===== src/rtl/oric_ram_pkg.sv =====
// Shared types for the Oric main-RAM arbiter: FSM states, bus-source tags and
// the tape write record.
package oric_ram_pkg;

  localparam int RAM_AW = 16;

  typedef enum logic {
    ST_CLEAR = 1'b0,
    ST_RUN   = 1'b1
  } state_e;

  typedef enum logic [1:0] {
    SRC_IDLE  = 2'd0,
    SRC_CPU   = 2'd1,
    SRC_TAPE  = 2'd2,
    SRC_CLEAR = 2'd3
  } src_e;

  typedef struct packed {
    logic [RAM_AW-1:0] addr;
    logic [7:0]        data;
  } tape_wr_t;

endpackage


===== src/rtl/oric_ram_arbiter_if.sv =====
// RAM-side bus of the arbiter: master drives address/data/enables, the RAM
// returns synchronous read data.
interface oric_ram_arbiter_if #(
  parameter int AW = 16
);
  // Protocol: mem_ce=1 on a cycle starts an access at mem_a; mem_we=1 makes it
  // a write of mem_d. For a read, mem_q is valid in the cycle after mem_a was
  // presented. There is no back-pressure: the RAM accepts every cycle.
  logic [AW-1:0] mem_a;
  logic [7:0]    mem_d;
  logic          mem_ce;
  logic          mem_we;
  logic [7:0]    mem_q;

  modport master (
    output mem_a,
    output mem_d,
    output mem_ce,
    output mem_we,
    input  mem_q
  );

  modport slave (
    input  mem_a,
    input  mem_d,
    input  mem_ce,
    input  mem_we,
    output mem_q
  );
endinterface


===== src/rtl/oric_tape_fifo.sv =====
// Small synchronous FIFO buffering cassette-loader writes until the RAM has an
// idle cycle. A push while full with no simultaneous pop is dropped.
module oric_tape_fifo #(
  parameter int DEPTH = 4,
  parameter int W     = 24
) (
  input  logic         clk,
  input  logic         rst,
  input  logic         push,
  input  logic         pop,
  input  logic [W-1:0] din,
  output logic [W-1:0] dout,
  output logic         full,
  output logic         empty,
  output logic         overflow
);
  localparam int PW = $clog2(DEPTH);
  localparam int CW = PW + 1;
  localparam logic [CW-1:0] FULL_CNT = CW'(DEPTH);

  logic [W-1:0]  buf_q [DEPTH];
  logic [W-1:0]  buf_d [DEPTH];
  logic [PW-1:0] wr_ptr_q, wr_ptr_d;
  logic [PW-1:0] rd_ptr_q, rd_ptr_d;
  logic [CW-1:0] count_q, count_d;
  logic          pop_ok;
  logic          push_ok;

  assign full  = (count_q == FULL_CNT);
  assign empty = (count_q == '0);
  assign dout  = buf_q[rd_ptr_q];

  // A pop in the same cycle frees the slot, so a push into a full FIFO is kept.
  assign pop_ok   = pop && !empty;
  assign push_ok  = push && (!full || pop_ok);
  assign overflow = push && full && !pop_ok;

  always_comb begin
    buf_d    = buf_q;
    wr_ptr_d = wr_ptr_q;
    rd_ptr_d = rd_ptr_q;
    count_d  = count_q;
    if (push_ok) begin
      buf_d[wr_ptr_q] = din;
      wr_ptr_d        = wr_ptr_q + PW'(1);
    end
    if (pop_ok) begin
      rd_ptr_d = rd_ptr_q + PW'(1);
    end
    case ({push_ok, pop_ok})
      2'b10:   count_d = count_q + CW'(1);
      2'b01:   count_d = count_q - CW'(1);
      default: count_d = count_q;
    endcase
  end

  always_ff @(posedge clk) begin
    buf_q <= buf_d;
    if (rst) begin
      wr_ptr_q <= '0;
      rd_ptr_q <= '0;
      count_q  <= '0;
    end else begin
      wr_ptr_q <= wr_ptr_d;
      rd_ptr_q <= rd_ptr_d;
      count_q  <= count_d;
    end
  end

endmodule


===== src/rtl/oric_ram_arbiter.sv =====
// Single-port main-RAM arbiter: clears RAM after reset, then serves the core
// with priority and drains buffered tape writes into idle cycles.
module oric_ram_arbiter
  import oric_ram_pkg::*;
#(
  parameter int         AW         = 16,
  parameter logic [7:0] FILL       = 8'hFF,
  parameter int         FIFO_DEPTH = 4
) (
  input  logic                 clk_48,
  input  logic                 reset,
  input  logic [AW-1:0]        cpu_ad,
  input  logic [7:0]           cpu_d,
  input  logic                 cpu_cs,
  input  logic                 cpu_we,
  output logic [7:0]           cpu_q,
  output logic                 core_reset,
  input  logic [AW-1:0]        tape_addr,
  input  logic [7:0]           tape_dout,
  input  logic                 tape_wr,
  output logic                 tape_overflow,
  output logic                 clear_busy,
  oric_ram_arbiter_if.master   mem,
  output state_e               state_dbg
);
  localparam int TW = AW + 8;

  state_e        state_q, state_d;
  src_e          src;
  logic [AW-1:0] cnt_q, cnt_d;
  logic [AW-1:0] mem_a_q, mem_a_d;
  logic [7:0]    mem_d_q, mem_d_d;
  logic          mem_ce_q, mem_ce_d;
  logic          mem_we_q, mem_we_d;
  logic          ovf_q, ovf_d;
  logic          clear_busy_q, clear_busy_d;

  logic          fifo_pop;
  logic [TW-1:0] fifo_dout;
  logic          fifo_full;
  logic          fifo_empty;
  logic          fifo_ovf;

  oric_tape_fifo #(
    .DEPTH (FIFO_DEPTH),
    .W     (TW)
  ) u_tape_fifo (
    .clk      (clk_48),
    .rst      (reset),
    .push     (tape_wr),
    .pop      (fifo_pop),
    .din      ({tape_addr, tape_dout}),
    .dout     (fifo_dout),
    .full     (fifo_full),
    .empty    (fifo_empty),
    .overflow (fifo_ovf)
  );

  always_comb begin
    state_d      = state_q;
    cnt_d        = cnt_q;
    mem_a_d      = mem_a_q;
    mem_d_d      = mem_d_q;
    mem_ce_d     = 1'b0;
    mem_we_d     = 1'b0;
    src          = SRC_IDLE;
    fifo_pop     = 1'b0;
    ovf_d        = ovf_q | fifo_ovf;
    // Registered so the core stays in reset through the cycle showing the last clear write.
    clear_busy_d = (state_q == ST_CLEAR);

    case (state_q)
      ST_CLEAR: begin
        src   = SRC_CLEAR;
        cnt_d = cnt_q + AW'(1);
        if (cnt_q == '1) begin
          state_d = ST_RUN;
        end
      end
      ST_RUN: begin
        if (cpu_cs) begin
          src = SRC_CPU;
        end else if (!fifo_empty) begin
          src      = SRC_TAPE;
          fifo_pop = 1'b1;
        end
      end
      default: state_d = ST_CLEAR;
    endcase

    case (src)
      SRC_CLEAR: begin
        mem_a_d  = cnt_q;
        mem_d_d  = FILL;
        mem_ce_d = 1'b1;
        mem_we_d = 1'b1;
      end
      SRC_CPU: begin
        mem_a_d  = cpu_ad;
        mem_d_d  = cpu_d;
        mem_ce_d = 1'b1;
        mem_we_d = cpu_we;
      end
      SRC_TAPE: begin
        mem_a_d  = fifo_dout[TW-1:8];
        mem_d_d  = fifo_dout[7:0];
        mem_ce_d = 1'b1;
        mem_we_d = 1'b1;
      end
      default: ;
    endcase

    // Reset keeps issuing the address-0 fill write so the clear starts cleanly.
    if (reset) begin
      state_d      = ST_CLEAR;
      cnt_d        = '0;
      mem_a_d      = '0;
      mem_d_d      = FILL;
      mem_ce_d     = 1'b1;
      mem_we_d     = 1'b1;
      ovf_d        = 1'b0;
      clear_busy_d = 1'b1;
    end
  end

  always_ff @(posedge clk_48) begin
    state_q      <= state_d;
    cnt_q        <= cnt_d;
    mem_a_q      <= mem_a_d;
    mem_d_q      <= mem_d_d;
    mem_ce_q     <= mem_ce_d;
    mem_we_q     <= mem_we_d;
    ovf_q        <= ovf_d;
    clear_busy_q <= clear_busy_d;
  end

  assign mem.mem_a     = mem_a_q;
  assign mem.mem_d     = mem_d_q;
  assign mem.mem_ce    = mem_ce_q;
  assign mem.mem_we    = mem_we_q;
  assign cpu_q         = mem.mem_q;
  assign clear_busy    = clear_busy_q;
  assign core_reset    = reset | clear_busy_q;
  assign tape_overflow = ovf_q;
  assign state_dbg     = state_q;

endmodule

===== src/flat_wrapper.sv =====
// flat-port wrapper written by rule: the top's interface ports become plain ports
module oric_ram_arbiter_flat import oric_ram_pkg::*;
#(
  parameter int         AW         = 16,
  parameter logic [7:0] FILL       = 8'hFF,
  parameter int         FIFO_DEPTH = 4
)
  (clk_48, reset, cpu_ad, cpu_d, cpu_cs, cpu_we, cpu_q, core_reset, tape_addr, tape_dout, tape_wr, tape_overflow, clear_busy, state_dbg, mem_mem_a, mem_mem_d, mem_mem_ce, mem_mem_we, mem_mem_q);
  oric_ram_arbiter_if #(.AW(AW)) mem_i ();
  input  logic clk_48;
  input  logic reset;
  input  logic [AW-1:0] cpu_ad;
  input  logic [7:0] cpu_d;
  input  logic cpu_cs;
  input  logic cpu_we;
  output logic [7:0] cpu_q;
  output logic core_reset;
  input  logic [AW-1:0] tape_addr;
  input  logic [7:0] tape_dout;
  input  logic tape_wr;
  output logic tape_overflow;
  output logic clear_busy;
  output state_e state_dbg;
  output wire logic [$bits(mem_i.mem_a)-1:0] mem_mem_a;
  output wire logic [$bits(mem_i.mem_d)-1:0] mem_mem_d;
  output wire logic [$bits(mem_i.mem_ce)-1:0] mem_mem_ce;
  output wire logic [$bits(mem_i.mem_we)-1:0] mem_mem_we;
  input wire logic [$bits(mem_i.mem_q)-1:0] mem_mem_q;
  assign mem_mem_a = mem_i.mem_a;
  assign mem_mem_d = mem_i.mem_d;
  assign mem_mem_ce = mem_i.mem_ce;
  assign mem_mem_we = mem_i.mem_we;
  assign mem_i.mem_q = mem_mem_q;
  oric_ram_arbiter #(.AW(AW), .FILL(FILL), .FIFO_DEPTH(FIFO_DEPTH)) u_core (.clk_48(clk_48), .reset(reset), .cpu_ad(cpu_ad), .cpu_d(cpu_d), .cpu_cs(cpu_cs), .cpu_we(cpu_we), .cpu_q(cpu_q), .core_reset(core_reset), .tape_addr(tape_addr), .tape_dout(tape_dout), .tape_wr(tape_wr), .tape_overflow(tape_overflow), .clear_busy(clear_busy), .mem(mem_i), .state_dbg(state_dbg));
endmodule

===== config.mk =====
export PLATFORM = sky130hd
export DESIGN_NAME = oric_ram_arbiter_flat
export DESIGN_NICKNAME = d
export VERILOG_FILES = /design/src/rtl/oric_ram_pkg.sv /design/src/rtl/oric_ram_arbiter_if.sv /design/src/rtl/oric_tape_fifo.sv /design/src/rtl/oric_ram_arbiter.sv /design/src/flat_wrapper.sv
export SDC_FILE = /design/constraint.sdc
export NUM_CORES = 1
export LEC_CHECK = 0
export BUFFER_PORTS_ARGS = -buffer_cell sky130_fd_sc_hd__buf_2
export CORE_MARGIN = 2
export CORE_UTILIZATION = 50
export DETAILED_ROUTE_END_ITERATION = 7
export GPL_ROUTABILITY_DRIVEN = 0
export PLACE_DENSITY = 0.81
export SKIP_CTS_REPAIR_TIMING = 1
export SLEW_MARGIN = 20
export SYNTH_ARGS = -nofsm -noshare
export SYNTH_HDL_FRONTEND = slang
export SYNTH_SLANG_ARGS = --single-unit

===== constraint.sdc =====
create_clock -name clk_48 -period 2.15 [get_ports clk_48]
set_clock_uncertainty 0.1 [all_clocks]
set_input_delay 0 -clock clk_48 [delete_from_list [all_inputs] [get_ports clk_48]]
set_output_delay 0 -clock clk_48 [all_outputs]
set_load 0.02 [all_outputs]

# Word-level counts from Yosys, hierarchy flattened
# Cells that the tools add are included.
# W data, S select, Z words.
totals:
  register_bits: 148
  inputBits: 61
  output_inout_bits: 38
  wordCells: 68
classes:
  n_addsub: 5
  magnitude_cmp: 3
  n_eq_ne: 7
  n_mux: 19
  n_bitwise: 5
  reduce_logical: 14
op_table:
  columns: ["operator", "n"]
  rows:
  - ["$bwmux W96", 1]
  - ["$mux W24", 3]
  - ["$bmux W24 S2", 1]
  - ["$demux W24 S2", 1]
  - ["$pmux W16 S3", 1]
  - ["$pmux W8 S3", 1]
  - ["$add A16 B1 Y16 const B", 1]
  - ["$eq A16 B16 Y1 const B", 1]
  - ["$eq A2 B2 Y1 const B", 3]
  - ["$ge A3 B3 Y1 const B", 2]
  - ["$mux W1", 6]
  - ["$not A2 Y3", 2]
  - ["$pmux W3 S2", 1]
  - ["$logic_and A1 B1 Y1", 5]
  - ["$add A2 B1 Y2 const B", 2]
  - ["$eq A2 B1 Y1 const B", 2]
  - ["$mux W2", 2]
  - ["$pmux W2 S2", 1]
  - ["$add A3 B1 Y3 const B", 1]
  - ["$eq A3 B3 Y1 const B", 1]
  - ["$logic_not A1 Y1", 3]
  - ["$logic_not A3 Y1", 1]
  - ["$lt A3 B1 Y1 const B", 1]
  - ["$reduce_bool A3 Y1", 1]
  - ["8 further kinds", 9]

# Longest topological paths before layout
depth:
  ltp_word: 9
  ltp_mapped: 8
  depth_no_buf: 7

# Modules after synthesis
# Synthesis repeated with hierarchy kept, for this count alone.
hier_totals:
  cells_unflattened: 445
  hier_area_um2: 6212.2
modules_own_cells:
  columns: ["mod", "n_inst", "cells_per_inst", "area_per_inst_um2", "seq_area_each_um2"]
  rows:
  - ["oric_tape_fifo", 1, 178, 4035.1, 3022.9]
  - ["oric_ram_arbiter", 1, 267, 2177.1, 900.9]

# Least setup slack after synthesis
# OpenSTA, ideal clock, no wires.
synth_path:
  path_kind: "register to register"
  startpoint: "register u_core.state_q, in the netlist u_core.state_dbg"
  endpoint: "register u_core.u_tape_fifo.buf_q[0] in the netlist's numbering (enable)"
  setup_time_ps: 383
  arrival_ps: 1874
  required_time_ps: 1667
  path_slack_ps: -207
  stages_incl_launch_ff: 5
  path_buffers: 1
  period_less_slack_ps: 2357
  cell_sequence: "dfxtp_1 -> buf_2 -> nand2b_1 -> a31oi_1 -> and2_1"
synth_via:
  elab_chain_len: 4
synth_rtl:
  columns: ["element", "line_no", "rtl"]
  rows:
  - ["start, declared", "oric_ram_arbiter.sv:28", "state_e state_q, state_d;"]
  - ["start signal, assigned", "oric_ram_arbiter.sv:127", "state_q <= state_d;"]
  - ["$mux W1", "oric_ram_arbiter.sv:72", "case (state_q)"]
  - ["$logic_and A1 B1 Y1", "oric_tape_fifo.sv:34", "assign pop_ok = pop && !empty;"]
  - ["$logic_or A1 B1 Y1", "oric_tape_fifo.sv:35", "assign push_ok = push && (!full || pop_ok);"]
  - ["$logic_and A1 B1 Y1", "oric_tape_fifo.sv:35", null]
  - ["end signal, assigned", "oric_tape_fifo.sv:58", "buf_q <= buf_d;"]
  - ["end, declared", "oric_tape_fifo.sv:21", "logic [W-1:0] buf_q [DEPTH];"]
# Every way passes these cells.
# A chain may end at the register's enable or synchronous reset.

# Worst setup path in the final report
layout_path:
  startpoint: "register u_core.u_tape_fifo.count_q[0]"
  endpoint: "register u_core.u_tape_fifo.count_q[2]"
layout_via:
  elab_chain_len: 9
  word_cells_on_any_way: 16
  classes_between: "add/sub: 2; eq/ne: 3; mux: 4; reduce/logical: 7"
layout_rtl:
  columns: ["element", "line_no", "rtl"]
  rows:
  - ["start, declared", "oric_tape_fifo.sv:25", "logic [CW-1:0] count_q, count_d;"]
  - ["start signal, assigned", "oric_tape_fifo.sv:66", "count_q <= count_d;"]
  - ["$logic_not A3 Y1", "oric_tape_fifo.sv:30", "assign empty = (count_q == '0);"]
  - ["$mux W1", "oric_ram_arbiter.sv:83", "end else if (!fifo_empty) begin"]
  - ["$mux W1", "oric_ram_arbiter.sv:81", "if (cpu_cs) begin"]
  - ["$mux W1", "oric_ram_arbiter.sv:72", null]
  - ["$logic_and A1 B1 Y1", "oric_tape_fifo.sv:34", null]
  - ["$logic_or A1 B1 Y1", "oric_tape_fifo.sv:35", null]
  - ["$logic_and A1 B1 Y1", "oric_tape_fifo.sv:35", null]
  - ["$eq A2 B1 Y1 or $eq A2 B2 Y1 (tied branches)", "oric_tape_fifo.sv:50", "case ({push_ok, pop_ok})"]
  - ["$pmux W3 S2 or $reduce_bool A2 Y1 (tied branches)", null, null]
# Parallel ways exist; a longest one is shown, timed or not.

==> qor.csv <==
stage;metric;value;unit
run_status;status;completed;
cells_and_area;syn_to_final_growth;29.2;%
clock_network;clockRootBuffer;clkbuf_16;
die;rows;40;
critical_path;rr_endpoint;u_core.u_tape_fifo.count_q[2];
power;internal-power;5.04;mW
routing;viasPerCell;5.63;
critical_path;start_kind;flip-flop;
synth;ys_warn_count;0;
sta;finalSetupViolations;0;
cells_and_area;diodes;0;
synth;synth_area;0.00607;sq mm
routing;wl_per_cell;19.0;um
placement;dpl_cell_area;0.00667;sq mm
sta;max_freq;0.486;GHz
power;ir_drop;0.000737;V
power;leakage;2.91;nW
synth;synth_flop_cell;edfxtp_1;
sta;fin_crit_sh;95.7;%
die;dieHeight;114;um
flow_run;max_cap_violations;0;
placement;io_buffers;82;
critical_path;r2r_slack;90;ps
power;seqPwrFrac;49.3;%
power;power.share.switching;21.6;%
power;pwr-share-clk;44.2;%
power;switching_power;1.39;mW
routing;drc;0;
cells_and_area;nets;643;
clock_network;htreeDepth;4;
routing;via_count;4145;
critical_path;worstRegToRegCells;7;
hold_path;hold_end;u_core.u_tape_fifo.rd_ptr_q[0];
routing;ant_nets;0;
sta;maxSlewViolCount;0;
clock_network;clk_path_buf_depth;2;
synth;yosysMostFrequentCell;edfxtp_1;
sta;maxSlewHeadroom;63.0;%
global_route;overflow;0;
die;pin_count;99;
cells_and_area;drive_gt1_share;30.6;%
global_route;grt_max_degree;35;
clock_network;numCtsBuffers;17;
clock_network;cts.clk_slew.worst_paths;60;ps
global_route;track_usage;21.3;%
hold_path;hold_depth;5;
synth;yosysSeqAreaShare;64.6;%
synth;synthTopCellsByArea;edfxtp_1 47%, dfxtp_1 17%, mux4_2 8.9%, nand2_1 3.0%, nor2_1 2.0%;
sta;hold_viol_final;0;
sta;tns;0;ps
placement;hpwl;8.80;mm
routing;drt_pass1_iterations;5;
die;fp.dieArea;0.0130;sq mm
routing;wl;14.0;mm
synth;synth_edf_count;96;
power;power_density;819;mW/mm^2
global_route;antenna_found_initial;0;
hold_path;hold_start;cpu_cs;
critical_path;r2r_start;u_core.u_tape_fifo.count_q[0];
synth;synth_top_area_share;47.5;%
clock_network;cts_tree;done;
synth;postSynthCellCount;430;
cells_and_area;postLayoutCoreUtil;65.9;%
synth;ys_ff_latch;148;
power;p_comb_share;6.5;%
synth;synthTopCellsByCount;96 x edfxtp_1, 52 x dfxtp_1, 48 x nand2_1;
global_route;grt_pass1_vias;3906;
sta;rsz0062_at_grt;false;
clock_network;clkLatencyLatePin;420;ps
synth;async_flop_share;0;%
critical_path;endpoint_kind;flip-flop;
die;start_util;51.0;%
synth;synthesis.nets;497;
critical_path;cp_max_fo;7;
synth;syn_area_per_cell;14.1;sq um
global_route;grt_pass1_wl;20.6;mm
synth;ys_types;48;
critical_path;required;2400;ps
hold_path;hp-class;input pin to flip-flop;
die;die_w;114;um
synth;yosysTopAreaCell;edfxtp_1;
sta;fin_crit;2060;ps
cells_and_area;final_area;0.00785;sq mm
critical_path;critPathKind;flip-flop to flip-flop;
routing;drtIter0Drc;325;
sta;worst_hold_slack;83.1;ps
die;coreArea;0.0119;sq mm
clock_network;cts_num_sinks;148;
critical_path;crit_arrival;2300;ps
sta;tightest_slew;554;ps
[area by class of cell]
| class | count | area (sq um) |
|---|---|---|
| clock buffers | 19 | 433 |
| clock inverters | 13 | 134 |
| fillers | 802 | 4060 |
| inverters | 7 | 26.3 |
| multi-input cells | 241 | 1910 |
| flip-flops and latches | 148 | 3930 |
| well taps | 147 | 184 |
| repair buffers | 161 | 1230 |
[power by group through the flow]
stage | clock network (mW) | logic, mW | registers, mW
floorplan | 0 | 0.189 | 3.22
global placement | 0 | 0.299 | 3.22
detailed placement | 0 | 0.315 | 3.23
CTS | 2.85 | 0.316 | 3.17
global route | 3.00 | 0.449 | 3.18
finish | 2.84 | 0.415 | 3.17
[cells in the final DEF (no fill, tap or decap), types with 3 or more instances in the layout]
master,synthesis,final
and2_2,0,4
nor4b_1,3,3
clkbuf_16,0,17
nand3_1,11,11
and4_1,3,3
dfxtp_2,0,3
xor2_1,11,11
ha_1,5,5
mux2i_1,6,6
clkinvlp_4,0,5
xnor2_1,5,5
a21oi_1,12,12
nor2b_1,4,4
nor2_1,32,31
dlygate4sd3_1,0,60
a32oi_1,12,12
or3_1,5,5
buf_4,10,13
nand4_1,6,6
buf_12,0,6
nand3_2,9,9
inv_1,6,6
mux4_2,24,24
dfxtp_1,52,49
nor3b_1,4,4
edfxtp_1,96,96
o21ai_0,4,4
nand2_1,48,48
buf_2,7,82
clkinv_2,0,3
a31oi_1,11,11
[worst max-delay path, cell delays in order, from the launching register on]
cell and delay [ps]:
dfxtp_2 390, nor3_2 80, nor2_2 150, nand2_1 90
fa_1 430, or3_1 390, a21o_2 200, a31oi_1 160
[state kept, by name, indices dropped and copies added (netlist names), 2 cells and up]
signal,flops
u_core.u_tape_fifo.rd_ptr_q,2
u_core.u_tape_fifo.wr_ptr_q,2
u_core.u_tape_fifo.count_q,3
u_core.u_tape_fifo.buf_q,96
u_core.mem.mem_d,8
u_core.cnt_q,16
u_core.mem.mem_a,16
[logic make-up (layout without fill, tap and decap cells)]
| kind of cell | after synthesis | in the layout | share of synthesized area, % |
|---|---|---|---|
| AO/OA/AOI/OAI | 47 | 47 | 5.29 |
| XOR/XNOR | 16 | 16 | 2.31 |
| adder cells (fa/ha/maj) | 6 | 6 | 1.36 |
| buffers and inverters | 41 | 200 | 4.18 |
| flip-flops | 148 | 148 | 64.6 |
| multiplexers | 30 | 30 | 9.89 |
| AND/OR/NAND/NOR | 142 | 142 | 12.4 |
[worst max-delay path by stage]
| stage | start | end | slack, ps | cells after the start |
|---|---|---|---|---|
| finish | u_core.u_tape_fifo.count_q[0] | u_core.u_tape_fifo.count_q[2] | 90 | 7 |
| global route | u_core.u_tape_fifo.count_q[0] | u_core.u_tape_fifo.count_q[2] | 8 | 7 |
| CTS | u_core.u_tape_fifo.count_q[0] | u_core.u_tape_fifo.count_q[2] | 60 | 7 |
| detailed placement | u_core.u_tape_fifo.count_q[0] | u_core.u_tape_fifo.count_q[2] | 50 | 7 |
| global placement | u_core.u_tape_fifo.count_q[0] | u_core.u_tape_fifo.count_q[2] | 180 | 7 |
| floorplan | u_core.state_dbg | u_core.u_tape_fifo.count_q[2] | 2 | 8 |
[per-layer routing]
layer / vias to the layer above / part of all wire, % / track usage, % / routed length, um
met5: - / 0 / 0 / 0
met2: 189 / 50 / 34.2 / 7010
li1: 1901 / - / - / -
met3: 24 / 6.6 / 7.36 / 925
met1: 2031 / 42 / 27.0 / 5800
met4: 0 / 1.7 / 7.72 / 234
[metrics by stage]
stage          worst slack, ps  cells  total power, mW
2_1_floorplan             2.05    430             3.41
3_3_place_gp               175    644             3.52
3_5_place_dp              52.3    644             3.54
4_1_cts                   56.1    676             6.33
5_1_grt                   7.57    736             6.63
6_report                  91.5    736             6.43
Power figures use the tool's default switching activity.
